File: src/rtl/muldiv_hilo.sv
// HI/LO register unit that sequences an external signed multiplier for MULT/MULTU and
// handles MTHI/MTLO writes; MULTU is derived from the signed product by a high-word fixup.
module muldiv_hilo #(
  parameter bit MULTU_EN = 1'b1
) (
  input  logic        i_clk,
  input  logic        i_reset,
  input  logic [2:0]  i_op,
  input  logic [31:0] i_rs,
  input  logic [31:0] i_rt,
  output logic [31:0] o_mul_a,
  output logic [31:0] o_mul_b,
  output logic        o_mul_start,
  input  logic [63:0] i_mul_z,
  input  logic        i_mul_done,
  output logic        o_busy,
  output logic [31:0] o_hi,
  output logic [31:0] o_lo
);

  typedef enum logic [2:0] {
    StIdle,
    StArm,
    StWait,
    StFix,
    StWb
  } state_t;

  state_t      r_state;
  logic [31:0] r_a;
  logic [31:0] r_b;
  logic        r_uns;
  logic [63:0] r_prod;
  logic [31:0] r_hi;
  logic [31:0] r_lo;
  logic        r_start;

  logic        w_is_mul;
  logic [31:0] w_fix_add;

  assign w_is_mul  = (i_op == 3'd1) || (i_op == 3'd2);
  // Signed-to-unsigned correction of the high word, modulo 2^32.
  assign w_fix_add = (r_a[31] ? r_b : 32'd0) + (r_b[31] ? r_a : 32'd0);

  always_ff @(posedge i_clk or posedge i_reset) begin
    if (i_reset) begin
      r_state <= StIdle;
      r_a     <= 32'd0;
      r_b     <= 32'd0;
      r_uns   <= 1'b0;
      r_prod  <= 64'd0;
      r_hi    <= 32'd0;
      r_lo    <= 32'd0;
      r_start <= 1'b0;
    end else begin
      case (r_state)
        StIdle: begin
          if (w_is_mul) begin
            r_a     <= i_rs;
            r_b     <= i_rt;
            r_uns   <= (i_op == 3'd2) && MULTU_EN;
            r_start <= 1'b1;
            r_state <= StArm;
          end else if (i_op == 3'd3) begin
            r_hi <= i_rs;
          end else if (i_op == 3'd4) begin
            r_lo <= i_rs;
          end
        end
        // A done still high from the previous operation must be seen low first.
        StArm: begin
          if (!i_mul_done) r_state <= StWait;
        end
        StWait: begin
          if (i_mul_done) begin
            r_prod  <= i_mul_z;
            r_start <= 1'b0;
            r_state <= StFix;
          end
        end
        StFix: begin
          if (r_uns) r_prod[63:32] <= r_prod[63:32] + w_fix_add;
          r_state <= StWb;
        end
        StWb: begin
          r_hi    <= r_prod[63:32];
          r_lo    <= r_prod[31:0];
          r_state <= StIdle;
        end
        default: begin
          r_start <= 1'b0;
          r_state <= StIdle;
        end
      endcase
    end
  end

  assign o_mul_a     = r_a;
  assign o_mul_b     = r_b;
  assign o_mul_start = r_start;
  assign o_hi        = r_hi;
  assign o_lo        = r_lo;
  // The requesting instruction stalls from its first cycle.
  assign o_busy      = (r_state != StIdle) || w_is_mul;

endmodule

File: config.mk
export PLATFORM = sky130hd
export DESIGN_NAME = muldiv_hilo
export DESIGN_NICKNAME = d
export VERILOG_FILES = /design/src/rtl/muldiv_hilo.sv
export SDC_FILE = /design/constraint.sdc
export NUM_CORES = 1
export LEC_CHECK = 0
export ABC_AREA = 1
export CAP_MARGIN = 20
export CORE_MARGIN = 2
export CORE_UTILIZATION = 55
export DETAILED_ROUTE_END_ITERATION = 16
export PLACE_DENSITY = 0.86
export SLEW_MARGIN = 40
export SYNTH_ARGS = -nofsm -noshare
export SYNTH_HDL_FRONTEND = slang
export SYNTH_SLANG_ARGS = --single-unit
File: constraint.sdc
create_clock -name i_clk -period 12.55 [get_ports i_clk]
set_input_delay 2.51 -clock i_clk [delete_from_list [all_inputs] [get_ports i_clk]]
set_output_delay 2.51 -clock i_clk [all_outputs]
set_load 0.01 [all_outputs]
### Yosys cells after proc, flatten, opt, wreduce, memory -nomap -nowiden

Index checks and enable logic that the tools add are counted.

* add/subtract/negate cells: 2
* equality and inequality tests: 16
* mux-type cells: 19
* bitwise logic cells: 1
* reduce and logical (&&, ||, !) cells: 14

Operators by type and width (count)
* two-way mux 32 bit: 8
* case mux 32 bit (2 select lines): 3
* adder 32 bit: 2
* two-way mux 64 bit: 1
* != test 2 bit, second input constant: 8
* equality test 3 x 2 -> 1 bit, second input constant: 4
* case mux 3 bit (4 select lines): 1
* AND reduction 3 bit: 4
* two-way mux 3 bit: 3
* equality test 3 x 1 -> 1 bit, second input constant: 2
* equality test 3 bit, second input constant: 2
* AND reduction 2 bit: 2
* AND reduction 4 bit: 1
* nonzero test 2 bit: 2
* zero test 3 bit: 1
* case mux 1 bit (3 select lines): 1
* nonzero test 3 bit: 1
* OR reduction 3 bit: 1
* logical OR 1 bit: 2
* two-way mux 1 bit: 2
* inverter 1 bit: 1

* register bits after elaboration: 197
* bits of input ports: 134
* output and inout port bits: 130

### Longest topological paths before layout

* word-level depth: 5
* depth in mapped cells: 17

### Worst setup path before layout

OpenSTA, ideal clock, no wires.

* path type: input-to-output
* start point: input port i_op[1]
* end point: output port o_busy
* arrival time: 2926 ps
* setup slack: 7114 ps
* stages on the path: 6
* path buffers: 0
* cells stage by stage: inv_2 -> nor2_1 -> nand2_1 -> o21ai_1 -> nor2_1 -> inv_1

* cells in the longest elaborated chain, start to end: 3
* elaborated cells on any way between the ends: 4

Ends and longest elaborated chain
* from (decl): RTL line 8 `input logic [2:0] i_op,`
* equality test 3 x 1 -> 1 bit or equality test 3 x 2 -> 1 bit (tied branches): RTL line 41 `assign w_is_mul = (i_op == 3'd1) || (i_op == 3'd2);`
* logical OR 1 bit (*): RTL line 41
* logical OR 1 bit (*): RTL line 104 `assign o_busy = (r_state != StIdle) || w_is_mul;`
* to (decl): RTL line 16 `output logic o_busy,`

Mark *: on every way between the ends. The rest lies on a longest branch, timed or not.

### Final worst setup path

Ends and elaborated chain as after synthesis.

==> impl_metrics.xml <==
<?xml version="1.0" encoding="UTF-8"?>
<metrics>
  <group name="detailed_routing">
    <metric name="final_antenna_net_count" unit="">0</metric>
    <metric name="drc" unit="">0</metric>
    <metric name="totalWireLength" unit="µm">35000</metric>
    <metric name="first_pass_iters" unit="">7</metric>
    <metric name="detail_route.vias_per_cell" unit="">5.48</metric>
    <metric name="route.detailed.wl_per_inst" unit="µm">18.3</metric>
    <metric name="drt-initial-drc-count" unit="">690</metric>
    <metric name="dr_total_vias" unit="">10500</metric>
  </group>
  <group name="placement">
    <metric name="detailed_place_hpwl" unit="µm">25800</metric>
    <metric name="place_area" unit="µm²">14500</metric>
    <metric name="gp_congestion" unit="">0.956</metric>
    <metric name="buffer_ports.inserted" unit="">263</metric>
  </group>
  <group name="synth">
    <metric name="synth.ff_latch_count" unit="">197</metric>
    <metric name="synth_top_cells_by_count" unit="">347 x sky130_fd_sc_hd__nand2_1, 211 x sky130_fd_sc_hd__inv_1, 197 x sky130_fd_sc_hd__dfrtp_1</metric>
    <metric name="avgSynthCellArea" unit="µm²">8.47</metric>
    <metric name="synth.net_count" unit="">1575</metric>
    <metric name="postSynthCellCount" unit="">1379</metric>
    <metric name="synth_ff_type" unit="">sky130_fd_sc_hd__dfrtp_1</metric>
    <metric name="ys_async_sr_fraction" unit="">1.00</metric>
    <metric name="synthMostInstantiatedCell" unit="">sky130_fd_sc_hd__nand2_1</metric>
    <metric name="netlist.top_cell.by_area" unit="">sky130_fd_sc_hd__dfrtp_1</metric>
    <metric name="proportion_of_synthesized_chip_area_in_sequential_cells" unit="">0.422</metric>
    <metric name="synth.distinct_cells" unit="">31</metric>
    <metric name="synth-edff-count" unit="">0</metric>
    <metric name="yosysWarnings" unit="">0</metric>
    <metric name="synthTopCellsByArea" unit="">sky130_fd_sc_hd__dfrtp_1 42%, sky130_fd_sc_hd__nand2_1 11%, sky130_fd_sc_hd__inv_1 6.8%, sky130_fd_sc_hd__mux2_2 6.6%, sky130_fd_sc_hd__fa_1 5.5%</metric>
    <metric name="syn-cell-area" unit="µm²">11700</metric>
    <metric name="synthDominantCellAreaShare" unit="">0.422</metric>
  </group>
  <group name="power_and_ir_drop">
    <metric name="powerDensity" unit="nW/µm²">328</metric>
    <metric name="cellLeakagePower" unit="µW">0.00774</metric>
    <metric name="irDropWorstVdd" unit="mV">0.181</metric>
  </group>
  <group name="finish">
    <metric name="design.final.nets" unit="">1819</metric>
    <metric name="final_cell_area" unit="µm²">15200</metric>
    <metric name="syn_to_final_growth" unit="%">30.0</metric>
    <metric name="nFillCells" unit="">1565</metric>
    <metric name="drive_above_1_share" unit="">0.0892</metric>
  </group>
  <group name="clock_tree">
    <metric name="tritoncts" unit="">built</metric>
    <metric name="clock-sinks" unit="">197</metric>
    <metric name="root_buffer_master" unit="">sky130_fd_sc_hd__clkbuf_16</metric>
    <metric name="worst_skew_pair.late_latency" unit="ns">0.44</metric>
    <metric name="h-tree-depth" unit="">4</metric>
    <metric name="cts-buffers-inserted" unit="">17</metric>
    <metric name="post_cts_resize_count" unit="">0</metric>
    <metric name="cts-root-to-sink-buffers" unit="">2</metric>
    <metric name="postCtsSetupRepairBufs" unit="">0</metric>
    <metric name="cts.hold.buffers_added" unit="">0</metric>
    <metric name="clkSlewWorstSetupHoldPaths" unit="ns">0.07</metric>
  </group>
  <group name="floorplanning">
    <metric name="die-area" unit="µm²">22400</metric>
    <metric name="boundaryPins" unit="">264</metric>
    <metric name="die_x" unit="µm">150</metric>
    <metric name="die_y" unit="µm">150</metric>
    <metric name="core-area" unit="µm²">21000</metric>
    <metric name="start_util" unit="">0.558</metric>
    <metric name="core.rowCount" unit="">53</metric>
  </group>
  <group name="sta">
    <metric name="setup-tns-final" unit="ns">0</metric>
    <metric name="max_freq" unit="GHz">0.153</metric>
    <metric name="final_period_minus_worst_setup_slack" unit="ns">6.56</metric>
    <metric name="timing.max_slew.rel_slack" unit="">0.489</metric>
    <metric name="unrepaired_setup_endpoints_after_global_routing" unit="">no</metric>
    <metric name="timing_max_transition_violations_final" unit="">0</metric>
    <metric name="tightestPinTransition" unit="ns">0.767</metric>
    <metric name="setup_viol" unit="">0</metric>
    <metric name="worst_hold_slack" unit="ns">0.501</metric>
    <metric name="final_worst_path_cycle_share" unit="">0.522</metric>
    <metric name="final.setup_skew" unit="ns">0.0149</metric>
    <metric name="finalHoldViolations" unit="">0</metric>
  </group>
  <group name="global_routing">
    <metric name="grt_start_max_net_pins" unit="">113</metric>
    <metric name="number_of_antenna_violations_at_the_first_check_in_global_routing" unit="">0</metric>
    <metric name="first_global_vias" unit="">10700</metric>
    <metric name="grt_usage" unit="">0.320</metric>
    <metric name="grt_overflow_total" unit="">0</metric>
    <metric name="grt_first_pass_wirelength" unit="µm">55800</metric>
  </group>
  <group name="worst_setup_path">
    <metric name="crit_path_cell_trace" unit="">clkdlybuf4s50_1 &gt; inv_2 &gt; nor2_1 &gt; nand2_1 &gt; o21ai_1 &gt; nor2_1 &gt; inv_1 &gt; clkdlybuf4s50_1</metric>
    <metric name="critical_path.max_fanout" unit="">4</metric>
    <metric name="timing.critical_path.buf_inv" unit="">4</metric>
    <metric name="worstSetupStartpointType" unit="">input pin</metric>
    <metric name="crit_type" unit="">input pin to primary output</metric>
    <metric name="cp-end-kind" unit="">primary output</metric>
    <metric name="worst-endpoint-arrival" unit="ns">4.05</metric>
    <metric name="critical-path-slowest-cell" unit="">sky130_fd_sc_hd__clkdlybuf4s50_1</metric>
    <metric name="worst_endpoint_required_time" unit="ns">10.04</metric>
    <metric name="critPathTopFamily" unit="">buffers and inverters</metric>
    <metric name="cp_slowest_stage_delay" unit="ns">0.52</metric>
  </group>
  <group name="min_path">
    <metric name="min_path_type" unit="">flop to flop</metric>
  </group>
  <group name="run">
    <metric name="max-cap-violations" unit="">0</metric>
  </group>
  <group name="outcome">
    <metric name="run_status" unit="">finished clean</metric>
  </group>
</metrics>
[cell type report]
class	instances	area, µm²	share of cell area
inverters	216	823	0.0542
multi-input cells	917	5710	0.376
clock inverters	14	193	0.0127
diodes	1	2.50	0.000165
clock buffers	18	439	0.0289
well taps	275	344	0.0227
flip-flops and latches	197	4930	0.325
repair buffers	274	2740	0.181
[kinds of logic (layout without fill, tap and decap cells)]
kind of cell             after synthesis  count (layout)  share of synthesized area
adder cells (fa/ha/maj)               62              62                     0.0869
buffers and inverters                265             522                     0.0914
flip-flops                           197             197                      0.422
multiplexers                         129             129                      0.130
AO/OA/AOI/OAI                        186             186                     0.0816
other                                  0               1                          0
XOR/XNOR                               4               4                    0.00300
AND/OR/NAND/NOR                      536             536                      0.185
[where the power goes]
| group | switching [µW] | leakage, µW | total (µW) | internal (µW) |
|---|---|---|---|---|
| Sequential | 249 | 0.00229 | 1200 | 949 |
| Combinational | 1880 | 0.00514 | 3210 | 1330 |
| Clock | 298 | 0.000306 | 580 | 282 |
[cell usage in the layout (no fill, tap or decap), types with 30 or more instances in the layout]
cell,instances
sky130_fd_sc_hd__ha_1,30
sky130_fd_sc_hd__inv_1,210
sky130_fd_sc_hd__fa_1,32
sky130_fd_sc_hd__clkdlybuf4s50_1,263
sky130_fd_sc_hd__nand3_1,72
sky130_fd_sc_hd__mux2_2,69
sky130_fd_sc_hd__dfrtp_1,197
sky130_fd_sc_hd__nor2_1,97
sky130_fd_sc_hd__mux2_1,42
sky130_fd_sc_hd__o21ai_0,49
sky130_fd_sc_hd__nand2_1,347
sky130_fd_sc_hd__a21oi_1,116
[worst register-to-register path, delay by kind of cell, from the launching register on]
kind,cells,cell delay [ns]
AOI/OAI and AO/OA,2,0.39
buffers and inverters,4,1.39
DFF,1,0.39
and+or+nand+nor,3,0.99
[worst paths after layout]
path / start / to / slack (ns) / cells after the start
min reg2reg: o_lo[23] / o_lo[23] / 0.50 / 1
max reg2reg: r_state[2] / r_prod[37] / 9.25 / 9
max: i_op[1] / o_busy / 5.99 / 8
max in group asynchronous: i_reset / r_prod[40] / 8.84 / 3
min in group asynchronous: i_reset / r_prod[30] / 2.51 / 2
min: o_lo[23] / o_lo[23] / 0.50 / 1
[per-stage QoR]
step                       util  worst slack (ns)  cells  total power [µW]
after global placement    0.691              6.04   1876              4250
after detailed placement  0.694              6.01   1878              4350
after global routing      0.725              5.90   1911              5440
final                     0.725              5.99   1912              4990
after CTS                 0.724              6.00   1910              4970
after floorplan               -              4.67   1379              3220
[registers in the layout (all words and copies together) (netlist names)]
name         flops
r_prod          64
o_hi            32
r_uns            1
r_state          3
o_mul_a         32
o_mul_b         32
o_lo            32
o_mul_start      1
[routing by layer]
| layer | global-route usage | up-vias | part of all wire |
|---|---|---|---|
| li1 | - | 4864 | - |
| met1 | 0.403 | 5085 | 0.40 |
| met2 | 0.556 | 454 | 0.50 |
| met3 | 0.0503 | 84 | 0.067 |
| met4 | 0.124 | 0 | 0.035 |
| met5 | 0 | - | 0 |
Note: power is estimated with default switching activity, not from simulation.
